File: src/rtl/serial_operand_loader.sv
// serial_operand_loader
// Assembles two WIDTH-bit operands received MSB-first on one serial line
// (A first, then B) into shadow registers. The A/B output pair changes in a
// single edge, so the downstream stage only ever sees a complete old pair or
// a complete new pair.
//
// Handshake: a bit is taken on a rising edge when ser_valid=1 and the block is
// in LOAD_A or LOAD_B, and start=1 is not asserted on that edge. There is no
// back-pressure. op_valid is a one-cycle pulse on the edge that loads A/B.
// start always wins: it begins a new frame and discards any partial frame,
// including one whose final bit arrives on the same edge.

module serial_operand_loader #(
    parameter int WIDTH = 4
) (
    input  logic             clk,
    input  logic             rst_n,
    input  logic             start,
    input  logic             ser_in,
    input  logic             ser_valid,
    output logic [WIDTH-1:0] A,
    output logic [WIDTH-1:0] B,
    output logic             op_valid,
    output logic             busy
);

    localparam int CW = (WIDTH > 1) ? $clog2(WIDTH) : 1;
    localparam logic [CW-1:0] LAST_BIT = CW'(WIDTH - 1);

    localparam logic [1:0] IDLE   = 2'd0;
    localparam logic [1:0] LOAD_A = 2'd1;
    localparam logic [1:0] LOAD_B = 2'd2;

    logic [1:0]       state;
    logic [CW-1:0]    bit_cnt;
    logic [WIDTH-1:0] shadow_a;
    logic [WIDTH-1:0] shadow_b;

    // A frame is in progress whenever the FSM is away from IDLE.
    assign busy = (state != IDLE);

    // Frame FSM, shadow shifting and atomic output update.
    always_ff @(posedge clk or negedge rst_n) begin
        if (!rst_n) begin
            state    <= IDLE;
            bit_cnt  <= '0;
            shadow_a <= '0;
            shadow_b <= '0;
            A        <= '0;
            B        <= '0;
            op_valid <= 1'b0;
        end else begin
            op_valid <= 1'b0;
            if (start) begin
                // New frame or restart: drop anything partially received.
                state    <= LOAD_A;
                bit_cnt  <= '0;
                shadow_a <= '0;
                shadow_b <= '0;
            end else begin
                case (state)
                    LOAD_A: begin
                        if (ser_valid) begin
                            shadow_a <= {shadow_a[WIDTH-2:0], ser_in};
                            if (bit_cnt == LAST_BIT) begin
                                bit_cnt <= '0;
                                state   <= LOAD_B;
                            end else begin
                                bit_cnt <= bit_cnt + 1'b1;
                            end
                        end
                    end
                    LOAD_B: begin
                        if (ser_valid) begin
                            shadow_b <= {shadow_b[WIDTH-2:0], ser_in};
                            if (bit_cnt == LAST_BIT) begin
                                // Final bit goes straight to B so the pair
                                // appears on this same edge.
                                bit_cnt  <= '0;
                                state    <= IDLE;
                                A        <= shadow_a;
                                B        <= {shadow_b[WIDTH-2:0], ser_in};
                                op_valid <= 1'b1;
                            end else begin
                                bit_cnt <= bit_cnt + 1'b1;
                            end
                        end
                    end
                    default: begin
                        // IDLE: serial data is ignored until start.
                        state <= IDLE;
                    end
                endcase
            end
        end
    end

endmodule
File: config.mk
export PLATFORM = sky130hd
export DESIGN_NAME = serial_operand_loader
export DESIGN_NICKNAME = d
export VERILOG_FILES = /design/src/rtl/serial_operand_loader.sv
export SDC_FILE = /design/constraint.sdc
export NUM_CORES = 1
export LEC_CHECK = 0
export CAP_MARGIN = 20
export CORE_MARGIN = 4
export CORE_UTILIZATION = 46
export DETAILED_ROUTE_END_ITERATION = 8
export PLACE_DENSITY = 0.77
export SETUP_SLACK_MARGIN = 0.5
export SYNTH_ARGS = -nofsm -noshare
export SYNTH_HDL_FRONTEND = slang
export SYNTH_SLANG_ARGS = --single-unit
File: constraint.sdc
create_clock -name clk -period 1.9 [get_ports clk]
set_clock_uncertainty 0.2 [all_clocks]
set_input_delay 0.38 -clock clk [delete_from_list [all_inputs] [get_ports clk]]
set_output_delay 0.38 -clock clk [all_outputs]
set_load 0.005 [all_outputs]
# Yosys cells after proc, flatten, opt, wreduce, memory -nomap -nowiden
# Index checks and enable logic that the tools add are counted.
[word_totals] reg_bits=20 inputBits=5
[op_classes] bitwise_logic=1 n_reduce_logical=11 n_addsub=1 muxes=20 n_eq_ne=7
[ops] op="2-bit two-way mux" count=9
[ops] op="4-bit two-way mux" count=3
[ops] op="3-bit != test, second input constant" count=4
[ops] op="2-bit nonzero test" count=5
[ops] op="3-bit two-way mux" count=3
[ops] op="4-bit AND reduction" count=2
[ops] op="2-bit AND reduction" count=3
[ops] op="2-bit == test, second input constant" count=2
[ops] op="1-bit two-way mux" count=4
[ops] op="2-bit one-hot mux with 2 select lines" count=1
[ops] op="2-bit by 1-bit adder with 2-bit output, second input constant" count=1
[ops] op="2-bit by 1-bit == test with 1-bit output, second input constant" count=1
[ops] op="2-bit OR reduction" count=1
[ops] op="1-bit inverter" count=1

# Logic depth before layout (Yosys ltp)
# Gate-level depths: netlist of run 1.
[depth] word_depth=5 ltp_mapped=6 ltp_nobuf=5

# Least setup slack after synthesis of run 1
# Ideal clock, no wire load.
[synth_path] path_type="reg-to-reg" from="reg state[0]" to="reg A[0]" setup_time_ns=0.125 synth_period_minus_slack_ns=1.891 arrival_time_ns=1.566 path_slack_ns=0.009 t_required_ns=1.575 stages_incl_launch_ff=7 cell_sequence="dfrtp_1 -> inv_1 -> ha_1 -> nand2_2 -> or3_1 -> buf_6 -> mux2_4"
[synth_via] elab_chain_cells=2
[synth_lines] item="from (decl)" line_no="34" source="logic [1:0] state;"
[synth_lines] item="from (signal assigned)" line_no="45" source="state <= IDLE;"
[synth_lines] item="from (signal assigned)" line_no="56" source="state <= LOAD_A;"
[synth_lines] item="from (signal assigned)" line_no="67" source="state <= LOAD_B;"
[synth_lines] item="2-bit == test" line_no="61" source="case (state)"
[synth_lines] item="4-bit AND reduction (no source line)"
[synth_lines] item="to (signal assigned)" line_no="81" source="A <= shadow_a;"
[synth_lines] item="to (decl)" line_no="21" source="output logic [WIDTH-1:0] A,"
# Every way passes these cells.
# A chain may end at the register's enable or synchronous reset.

# Worst setup path after layout of run 1
[layout_path] from="reg state[1]" to="reg A[0]"
# Same word-level chain as after synthesis.

==> metrics.cfg, run 1 <==
[die]
rows=15
die_h_um=52.6
core-area_um2=1800
die_w_um=52.6
initial_core_util_pct=50.8
design.die.area_um2=2770
io_pins=15

[cts]
cts_max_level=1
clk_pin_slew_ns=0.12
clock-sinks=20
worstSkewPairLatency_ns=0.30
cts_buffers=3
cts_tree=yes
clk_path_buf_depth=2
cts-root-buf=clkbuf_4

[finish]
n_antenna_cell=0
syn_to_final_growth_pct=44.2
utilization_pct=73.2
layout-drive-gt1-share_pct=49.2
final_nets=129

[timing]
setup_viol=0
worstMarginPinSlew_ns=0.274
hold_slack_ns=0.194
fmax_mhz=541
rsz0062_at_grt=true
min_period_ns=1.85
timing.final.ws_setup_ns=0.0520
slew_headroom_pct=81.7
hold_violations=0
maxSlewViolCount=0
post-route-period-util_pct=97.3

[outcome]
status=completed

[route]
drt_iter0_drc=14
totalWireLength_um=1920
ant_nets=0
drc=0
drt_pass1_iterations=4
vias=713
avgViaCountPerCell=4.99
wl_per_cell_um=13.5

[place]
dp_slack_ns=-0.173
dpl.hpwl_um=1260
place_congestion=0.742
port-buffer-count=14

[grt]
track_usage_pct=15.5
grt_max_degree=21
grt.overflow.total=0
antenna_found_initial=0
grt_pass1_vias=706
grt_first_pass_wirelength_um=3040

[synth]
yosys-top-cells-area=dfrtp_1 (55%), mux2_4 (13%), ha_1 (6.8%)
synthCells=80
ys_ff_latch=20
yosys_warnings=0
seq_area_frac_synth_pct=54.7
synth.top_cell.area_share_pct=54.7
syn-num-nets=90
synth_cell_types=17
syn_area_um2=915
synth_area_leader_cell=dfrtp_1
syn_avg_cell_area_um2=11.4

[setup_path]
setup.worst_path.start=state[1]
critPathLaunchType=flip-flop
r2r_cells=6
criticalPathCategory=reg2reg
worstPathRequired_ns=1.89
critPathCaptureType=flip-flop
regToRegStartpoint=state[1]
cp.arrival_ns=1.84
path_max_fanout=4

[worst_hold_path]
hold_path_class=in2async

[job]
maxCapViolations=0

[power]
max-vdd-ir-drop_mv=0.485
leakagePower_nw=0.684
cellPowerDensity_nw_per_um2=668

## worst max-delay path, stage by stage (launching register included)
cell     delay (ns)
dfrtp_1        0.41
buf_6          0.13
ha_4           0.15
nand2_2        0.06
or3_4          0.34
buf_4          0.17
mux2_4         0.29
## final timing paths
path | slack [ns] | endpoint
worst max-delay path | 0.05 | A[0]
worst min-delay path | 0.19 | op_valid
worst max register to register | 0.05 | A[0]
worst min register to register | 0.32 | B[3]
max in group asynchronous | 1.09 | shadow_b[0]
min in group clk | 0.32 | B[3]
## synthesized netlist by cell type
library cell	n
a2111oi_0	1
a21o_1	1
a21oi_1	10
buf_6	1
clkbuf_1	2
dfrtp_1	20
ha_1	5
inv_1	5
mux2_4	8
mux2i_1	1
nand2_1	10
nand2_2	1
nand3_1	8
nor2_1	4
o21ai_0	1
o21bai_1	1
or3_1	1
## registers in the layout (all words and copies together), names as in the netlist
register	count
A	4
B	4
shadow_a	4
shadow_b	3
bit_cnt	2
state	2
op_valid	1
## per-stage QoR
step / power [mW] / TNS, ns / std cells / cell area (um2)
finish: 0.881 / 0 / 143 / 1320
global route: 0.919 / 0 / 143 / 1320
CTS: 0.876 / 0 / 139 / 1260
detailed placement: 0.526 / -1.38 / 124 / 1140
global placement: 0.523 / -1.25 / 124 / 1140
floorplan: 0.486 / 0 / 80 / 927
## repair_timing
action / in CTS / in global routing
cloned: 1 / 0
buffers inserted: 10 / 4
resized for setup: 46 / 10
endpoints found under the setup margin: 27 / 27
hold buffers: 0 / 0
pin swaps: 6 / 5
## power breakdown
| part | total, mW | internal, mW | switching, mW |
|---|---|---|---|
| Clock | 0.345 | 0.213 | 0.132 |
| Combinational | 0.0939 | 0.0429 | 0.0509 |
| Sequential | 0.441 | 0.434 | 0.00703 |
## layer usage
layer	part of all wire, %	vias up	GRT usage, %
met5	0	-	0
met4	1.2	0	5.11
met3	3.8	4	1.99
met2	53	16	30.2
met1	42	348	16.8
li1	-	345	-
## layout by cell type (no fill, tap or decap), drive strengths merged
cell and n:
a21o 1, a2111oi 1, ha 5, buf 32, clkdlybuf4s50 4, mux2 8
a21oi 10, or3 1, mux2i 1, clkbuf 3, nor2 4, dlygate4sd2 1
nand2 11, o21ai 1, o21bai 1, dfrtp 20, bufinv 1, inv 5
nand3 8
## layout make-up
class / instances / area, um2
timing repair buffer: 37 / 285
tap: 25 / 31.3
clock buffer: 3 / 22.5
fill: 140 / 483
inverter: 5 / 18.8
multi-input combinational: 52 / 430
sequential: 20 / 500
clock inverter: 1 / 30.0
## cell families (layout without fill, tap and decap cells)
family | Yosys count | count (layout) | share of synthesized area, %
compound gates | 14 | 14 | 8.62
fa+ha+maj | 5 | 5 | 6.84
buf+inv | 8 | 46 | 4.10
flops | 20 | 20 | 54.7
mux | 9 | 9 | 14.2
simple gates | 24 | 24 | 11.5
No activity file was read; power rests on OpenSTA's default activity.
==> run 2, diff against run 1 <==
--- a/config.mk
+++ b/config.mk
@@ -6,11 +6,11 @@
 export NUM_CORES = 1
 export LEC_CHECK = 0
 export CAP_MARGIN = 20
-export CORE_MARGIN = 4
+export CORE_MARGIN = 1.5
 export CORE_UTILIZATION = 46
 export DETAILED_ROUTE_END_ITERATION = 8
-export PLACE_DENSITY = 0.77
-export SETUP_SLACK_MARGIN = 0.5
+export PLACE_DENSITY = 0.72
+export SETUP_SLACK_MARGIN = 0.15
 export SYNTH_ARGS = -nofsm -noshare
 export SYNTH_HDL_FRONTEND = slang
 export SYNTH_SLANG_ARGS = --single-unit
==> run 2 against run 1 <==
Count of clock-buffer cells in the layout stayed put. Fmax increased by 0.30%. Sequential share of layout area decreased by 0.32 points. Utilization rose by 0.62 points. Worst hold slack gained 0.0063 ns. Global-route usage rose by 4.9 points. Register-to-register slack about the same. Critical endpoint is now A[3].
==> metrics.cfg, run 2 (synthesis gave the netlist of run 1 again) <==
[setup_path]
crit_buf_inv=2  ; unchanged
max_stage_delay_ns=0.42  ; about the same
criticalPathCategory=reg2reg
worstPathRequired_ns=1.91  ; +0.02 ns
setup.worst_path.start=state[1]
cp_slowest_cell=dfrtp_1
cp_top_family=flip-flops
cp.arrival_ns=1.85  ; about the same
critPathLaunchType=flip-flop
regToRegStartpoint=state[1]
path_max_fanout=4  ; unchanged
critPathCaptureType=flip-flop
path_cells=buf_6 -> ha_4 -> nand2_2 -> or3_4 -> buf_4 -> mux2_4

[outcome]
status=completed

[place]
dp_slack_ns=-0.167  ; +0.00674 ns
dpl.hpwl_um=1210  ; -3.8%
place_congestion=0.753  ; +1.5%
placed_cell_area_um2=1140  ; unchanged
port-buffer-count=14  ; unchanged
dp.cells=124  ; unchanged

[finish]
final_area_um2=1330  ; +0.85%
layout_commonest_cell=buf_4
reg.largest.list=A x4, B x4, shadow_a x4
final_nets=129  ; unchanged
layout-drive-gt1-share_pct=36.4  ; -13 points
utilization_pct=73.8  ; +0.62 points
most-common-layout-cells=buf_4 (21), dfrtp_1 (20), nand2_1 (10), a21oi_1 (10)
fin_cells=143  ; unchanged
syn_to_final_growth_pct=45.4
n_antenna_cell=0  ; unchanged

[route]
avgViaCountPerCell=5.05  ; +1.3%
wl_per_cell_um=13.4  ; -0.68%
vias=722  ; +1.3%
top_layer=met4
drt_pass1_iterations=4  ; unchanged
met2WireLength_um=1030  ; +1.5%
ant_nets=0  ; unchanged
drt_iter0_drc=3  ; -11
wl_met3_um=54  ; -27%
met1_length_um=785  ; -3.3%
drc=0  ; unchanged
totalWireLength_um=1910  ; -0.68%

[die]
die_h_um=47.6  ; -9.5%
rows=15  ; unchanged
io_pins=15  ; unchanged
design.die.area_um2=2260  ; -18%
initial_core_util_pct=50.8  ; unchanged
core-area_um2=1800  ; unchanged
die_w_um=47.6  ; -9.5%

[timing]
hold_violations=0  ; unchanged
fin_tns_setup_ns=0  ; unchanged
fmax_mhz=543  ; +0.30%
timing.final.ws_setup_ns=0.0576  ; +0.00560 ns
min_period_ns=1.84  ; -0.00560 ns
worstMarginPinSlew_ns=0.311  ; +0.0370 ns
slew_headroom_pct=79.2  ; -2.5 points
maxSlewViolCount=0  ; unchanged
setup_viol=0  ; unchanged
post-route-period-util_pct=97.0  ; -0.29 points
hold_slack_ns=0.201  ; +0.00630 ns
rsz0062_at_grt=true

[cts]
cts_buffers=3  ; unchanged
clock-sinks=20  ; unchanged
cts_max_level=1  ; unchanged
cts_tree=yes
cts_hold_buf=0  ; unchanged
cts-root-buf=clkbuf_4
clk_path_buf_depth=2  ; unchanged
clk_pin_slew_ns=0.12  ; about the same
worstSkewPairLatency_ns=0.31  ; about the same

[grt]
track_usage_pct=20.3  ; +4.9 points
grt_max_degree=21  ; unchanged
grt.overflow.total=0  ; unchanged
grt_pass1_vias=725  ; +2.7%
grt_first_pass_wirelength_um=3110  ; +2.1%
antenna_found_initial=0  ; unchanged

[power]
power_mw=0.871  ; -1.1%
leakagePower_nw=0.747  ; +9.2%
max-vdd-ir-drop_mv=0.381  ; -21%
cellPowerDensity_nw_per_um2=655  ; -1.9%

[worst_hold_path]
hold_path_class=in2async

[job]
maxCapViolations=0  ; unchanged

run 2: cell count changes in the layout (fill, tap and decap cells not counted), sizes merged:
cell,before,now
clkbuf,3,4
buf,32,23
dlygate4sd2,1,6
dlymetal6s2s,0,3
run 2: metal layers:
layer	GRT usage (%)	up-vias
met5	0	-
met3	3.40	4
met1	22.2	350
li1	-	346
met4	9.73	0
met2	37.8	22
run 2: worst paths after layout:
check	endpoint	slack, ns	cells after the start
worst min-delay path	B[0]	0.20	2
min in group clk	A[3]	0.32	1
max in group asynchronous	state[0]	1.09	2
worst max register to register	A[3]	0.06	6
worst max-delay path	A[3]	0.06	6
worst min register to register	A[3]	0.32	1
run 2: report_power, final:
group          internal (mW)  switching, mW  leakage [nW]  total, mW
combinational         0.0373         0.0452         0.447     0.0825
sequential             0.434        0.00628         0.272      0.440
clock                  0.213          0.135        0.0279      0.348
run 2: layout make-up:
cell class                      instances  area (um2)
Clock buffer                            3        22.5
Clock inverter                          1        30.0
Fill cell                             134         472
Inverter                                5        18.8
Multi-Input combinational cell         52         412
Sequential cell                        20         500
Tap cell                               25        31.3
Timing Repair Buffer                   37         315
run 2: timing repair:
action                                  in CTS  in global routing
endpoints found under the setup margin      17                 13
buffers inserted                            12                  2
pin swaps                                    2                  0
gates resized for setup                     15                  6
cloned                                       1                  0
==> RTL edit 1 (flow settings as in run 1) <==
`WIDTH`: 4 -> 8.
--- a/src/rtl/serial_operand_loader.sv
+++ b/src/rtl/serial_operand_loader.sv
@@ -13,3 +13,3 @@
 module serial_operand_loader #(
-    parameter int WIDTH = 4
+    parameter int WIDTH = 8
 ) (
Interface: changed (resized A and B); port bits go from 15 to 23. No check against the original RTL was run, so the function may have changed too.
==> RTL edit 1 against run 1 <==
Area after synthesis rose by 87%; worst setup slack improved by 0.15 ns; total power rose by 70%; design area rose by 91%; non-clock buffer count grew 21; critical path type unchanged; worst hold slack improved by 0.058 ns; fmax increased by 8.9%; sequential cell count is 17 higher; wire length up 99%.
==> RTL edit 1: results (changes against run 1) <==
sequential share of the synthesized area - 0.541 (-0.00666)
Post-synth top cells - dfrtp_1 (37), a21bo_2 (19), a21oi_1 (19)
Antenna Diode Count - 0 (unchanged)
worst reg2reg path startpoint - state[0]
hpwl dp - 2060 microns (+64%)
Post-synth ARST share - 1.00 (unchanged)
fraction of layout cells with a size suffix above 1 - 0.661 (+0.170)
Gate Count Post-Synth - 134 (+68%)
Critical R2R Capture - A[6]
flop-to-flop setup slack - 0.20 ns (+0.15 ns)
Final #Nets - 198 (+53%)
PortBufs - 22 (+8)
slowest CP cell - dfrtp_1
Synth cell types - 18 (+1)
Top Registers - A: 8 flops, B: 8 flops, shadow_a: 8 flops
Psw - 0.000374 W (+97%)
synthesized net count - 144 (+60%)
compound-cell area share of the yosys netlist - 0.180 (+0.0942)
maximum VDD drop - 0.551 mV (+14%)
Worst Tran Pin Value - 0.310 ns (+0.0358 ns)
met2 GRT Util - 0.269 (-0.0326)
GRT met1 Usage - 0.208 (+0.0402)
Num CTS Buffers - 5 (+2)
crit-path max FO - 10 (+6)
grt met3 use - 0.0552 (+0.0353)
post-synthesis adder-cell area fraction - 0.0365 (-0.0319)
fillers - 240 (+71%)
Layout Cells excl Fill - 235 (+64%)
first-pass GRT wire length - 6290 microns (+110%)
leakage - 1.27 nW (+86%)
final hold slack - 0.252 ns (+0.0578 ns)
Worst-path clk slew - 0.07 ns (-0.05 ns)
DR iter-0 viols - 63 (+49)
GRT Total Usage - 0.166 (+0.0107)
outcome - finished clean
top cells by area, synth - dfrtp_1 (54%), a21bo_2 (11%), mux2_4 (7.9%)
GPL Wtd Cong - 0.710 (-4.3%)
routed len/inst - 16.3 microns (+21%)
H-tree Lvls - 2 (+1)
largest net degree at the start of global routing - 38 (+81%)
Via Count - 1255 (+76%)
Root Driver - clkbuf_8
post-synthesis mux area share - 0.125 (-0.0174)
==> RTL edit 1: changes by cell type in the layout (fill, tap and decap cells not counted), moves of 7 or more <==
cell            run 1  this run
a21oi_2             4        12
dfrtp_1            20        37
mux2_2              0         7
buf_2               9        18
nand2_1             7         0
a21bo_2             0         8
a21bo_4             0        11
nand3_2             0         8
==> RTL edit 1: worst max-delay path by stage <==
| stage | endpoint | slack [ns] | cells past startpoint |
|---|---|---|---|
| final | A[6] | 0.20 | 6 |
| after global routing | B[2] | 0.16 | 6 |
| after CTS | busy | 0.20 | 4 |
| after detailed placement | A[6] | 0.007 | 4 |
| after global placement | B[2] | 0.03 | 4 |
| after floorplan | A[3] | 0.21 | 6 |
==> RTL edit 1: stage by stage <==
stage	utilization	power [W]	cell area (sq um)	worst slack [ns]
3_3_place_gp	0.588	0.000913	2040	0.0308
2_1_floorplan	-	0.000876	1750	0.213
6_report	0.727	0.00150	2520	0.203
3_5_place_dp	0.588	0.000920	2040	0.00687
5_1_grt	0.727	0.00156	2520	0.157
4_1_cts	0.712	0.00150	2470	0.205
==> RTL edit 1: power by group through the flow <==
stage	Clock, W	Combinational (W)	Sequential [W]
floorplan	0	0.0000611	0.000815
global placement	0	0.0000979	0.000815
detailed placement	0	0.000104	0.000816
CTS	0.000548	0.000156	0.000801
global route	0.000577	0.000176	0.000802
finish	0.000534	0.000163	0.000802
==> RTL edit 1: final cells by class <==
type	count	share of cell area
multi-input cells	81	0.364
clock inverters	2	0.00397
well taps	46	0.0228
flip-flops and latches	37	0.367
repair buffers	58	0.206
clock buffers	6	0.0288
inverters	5	0.00744
==> RTL edit 1: what timing repair did <==
item | CTS | global route
setup buffers | 22 | 4
gates resized for setup | 123 | 8
pin swaps | 26 | 9
cloned | 2 | 0
setup endpoints to repair | 55 | 49
==> RTL edit 1: routing by layer <==
metal	vias to the layer above	part of all wire
li1	587	-
met2	25	0.49
met4	0	0.018
met3	9	0.039
met5	-	0
met1	634	0.46
==> RTL edit 1: kinds of logic (layout without fill, tap and decap cells) <==
| family | after synthesis | count (layout) |
|---|---|---|
| AND/OR/NAND/NOR | 19 | 19 |
| buffers and inverters | 16 | 71 |
| AO/OA/AOI/OAI | 41 | 41 |
| adder cells (fa/ha/maj) | 5 | 5 |
| flip-flops | 37 | 37 |
| multiplexers | 16 | 16 |
==> RTL edit 2 (config.mk and constraints of run 1) <==
Made on the original files. Make the reset (`rst_n`) synchronous in one clocked block.
--- a/src/rtl/serial_operand_loader.sv
+++ b/src/rtl/serial_operand_loader.sv
@@ -42,3 +42,3 @@
     // Frame FSM, shadow shifting and atomic output update.
-    always_ff @(posedge clk or negedge rst_n) begin
+    always_ff @(posedge clk) begin
         if (!rst_n) begin
Formal check against the unedited RTL: differs if rst_n is asserted again (counterexample within 4 cycles, from zero or initial values and one cycle with rst_n low); with rst_n held inactive, the same outputs for 10 cycles.
==> RTL edit 2 against run 1 <==
Design area fell by 5.9%; sequential share of layout area decreased by 4.5 points; fmax is 16% higher; cell count increased by 9.1%; synthesized cell count up 30%; area after synthesis shrank 3.1%; total power shrank 12%; worst hold slack better by 0.061 ns; critical path depth shrank 2; die area shrank 2.7%; sequential cell count did not move; wire length up 8.6%; clock power decreased by 28%; worst setup slack improved by 0.25 ns; critical path type is now register to primary output.
==> RTL edit 2: results (changes against run 1) <==
worst min-delay path class - register to register
crit-path max FO - 3 (-1)
slowest CP cell - dfxtp_2
worst reg2reg path depth - 5 (-1)
Final #Nets - 143 (+11%)
sequential share of the synthesized area - 0.452 (-0.0952)
outcome - finished clean
Psw - 0.000185 W (-2.9%)
GPL Wtd Cong - 0.822 (+11%)
fraction of layout cells with a size suffix above 1 - 0.427 (-0.0640)
Gate power share - 0.131 (+0.024)
Layout Cells excl Fill - 156 (+9.1%)
largest net degree at the start of global routing - 12 (-43%)
vias in the first global route - 727 (+3.0%)
DR vias/cell - 5.26 (+5.4%)
leakage - 0.495 nW (-28%)
Worst slew margin - 0.843 (+0.0262)
maximum VDD drop - 0.548 mV (+13%)
Clock Power Share - 0.320 (-0.072)
DR iter-0 viols - 22 (+8)
Post-synth ARST share - 0 (-1.00)
post-cts resize count - 56 (+22%)
Crit path largest cell delay - 0.37 ns (-0.04 ns)
Post-CTS Setup Bufs - 6 (-4)
Worst Setup SP - state[1]
first-pass GRT wire length - 3070 microns (+0.92%)
Post-synth top cells - nand2_1 (27), dfxtp_1 (20), nand3_1 (10)
top cells by area, synth - dfxtp_1 (45%), nand2_1 (11%), ha_1 (8.5%)
Post-DP Area - 0.00106 sq mm (-7.2%)
hpwl dp - 1270 microns (+1.2%)
==> RTL edit 2: cell type report <==
cell class              count  area [sq um]  share of cell area
flip-flops and latches     20           415               0.335
well taps                  25          31.3              0.0252
inverters                   5          23.8              0.0192
clock buffers               4          36.3              0.0292
repair buffers             28           204               0.164
multi-input cells          74           531               0.427
==> RTL edit 2: worst paths after layout <==
path / end / slack, ns
max reg2reg: A[3] / 0.38
max: busy / 0.31
min: B[1] / 0.26
min reg2reg: B[1] / 0.26
==> RTL edit 2: layer usage <==
metal	track usage	vias to the layer above	part of all wire	wire [microns]
met5	0	-	0	0
met4	0.0524	0	0.011	22
met3	0.0602	3	0.065	136
met2	0.282	30	0.51	1070
met1	0.169	380	0.41	859
li1	-	407	-	-
==> RTL edit 2: logic make-up (layout without fill, tap and decap cells) <==
family,Yosys count,after routing,synth area share
mux,1,1,0.0113
flops,20,20,0.452
fa+ha+maj,6,6,0.0847
compound gates,22,22,0.164
buf+inv,10,37,0.0621
simple gates,45,45,0.226
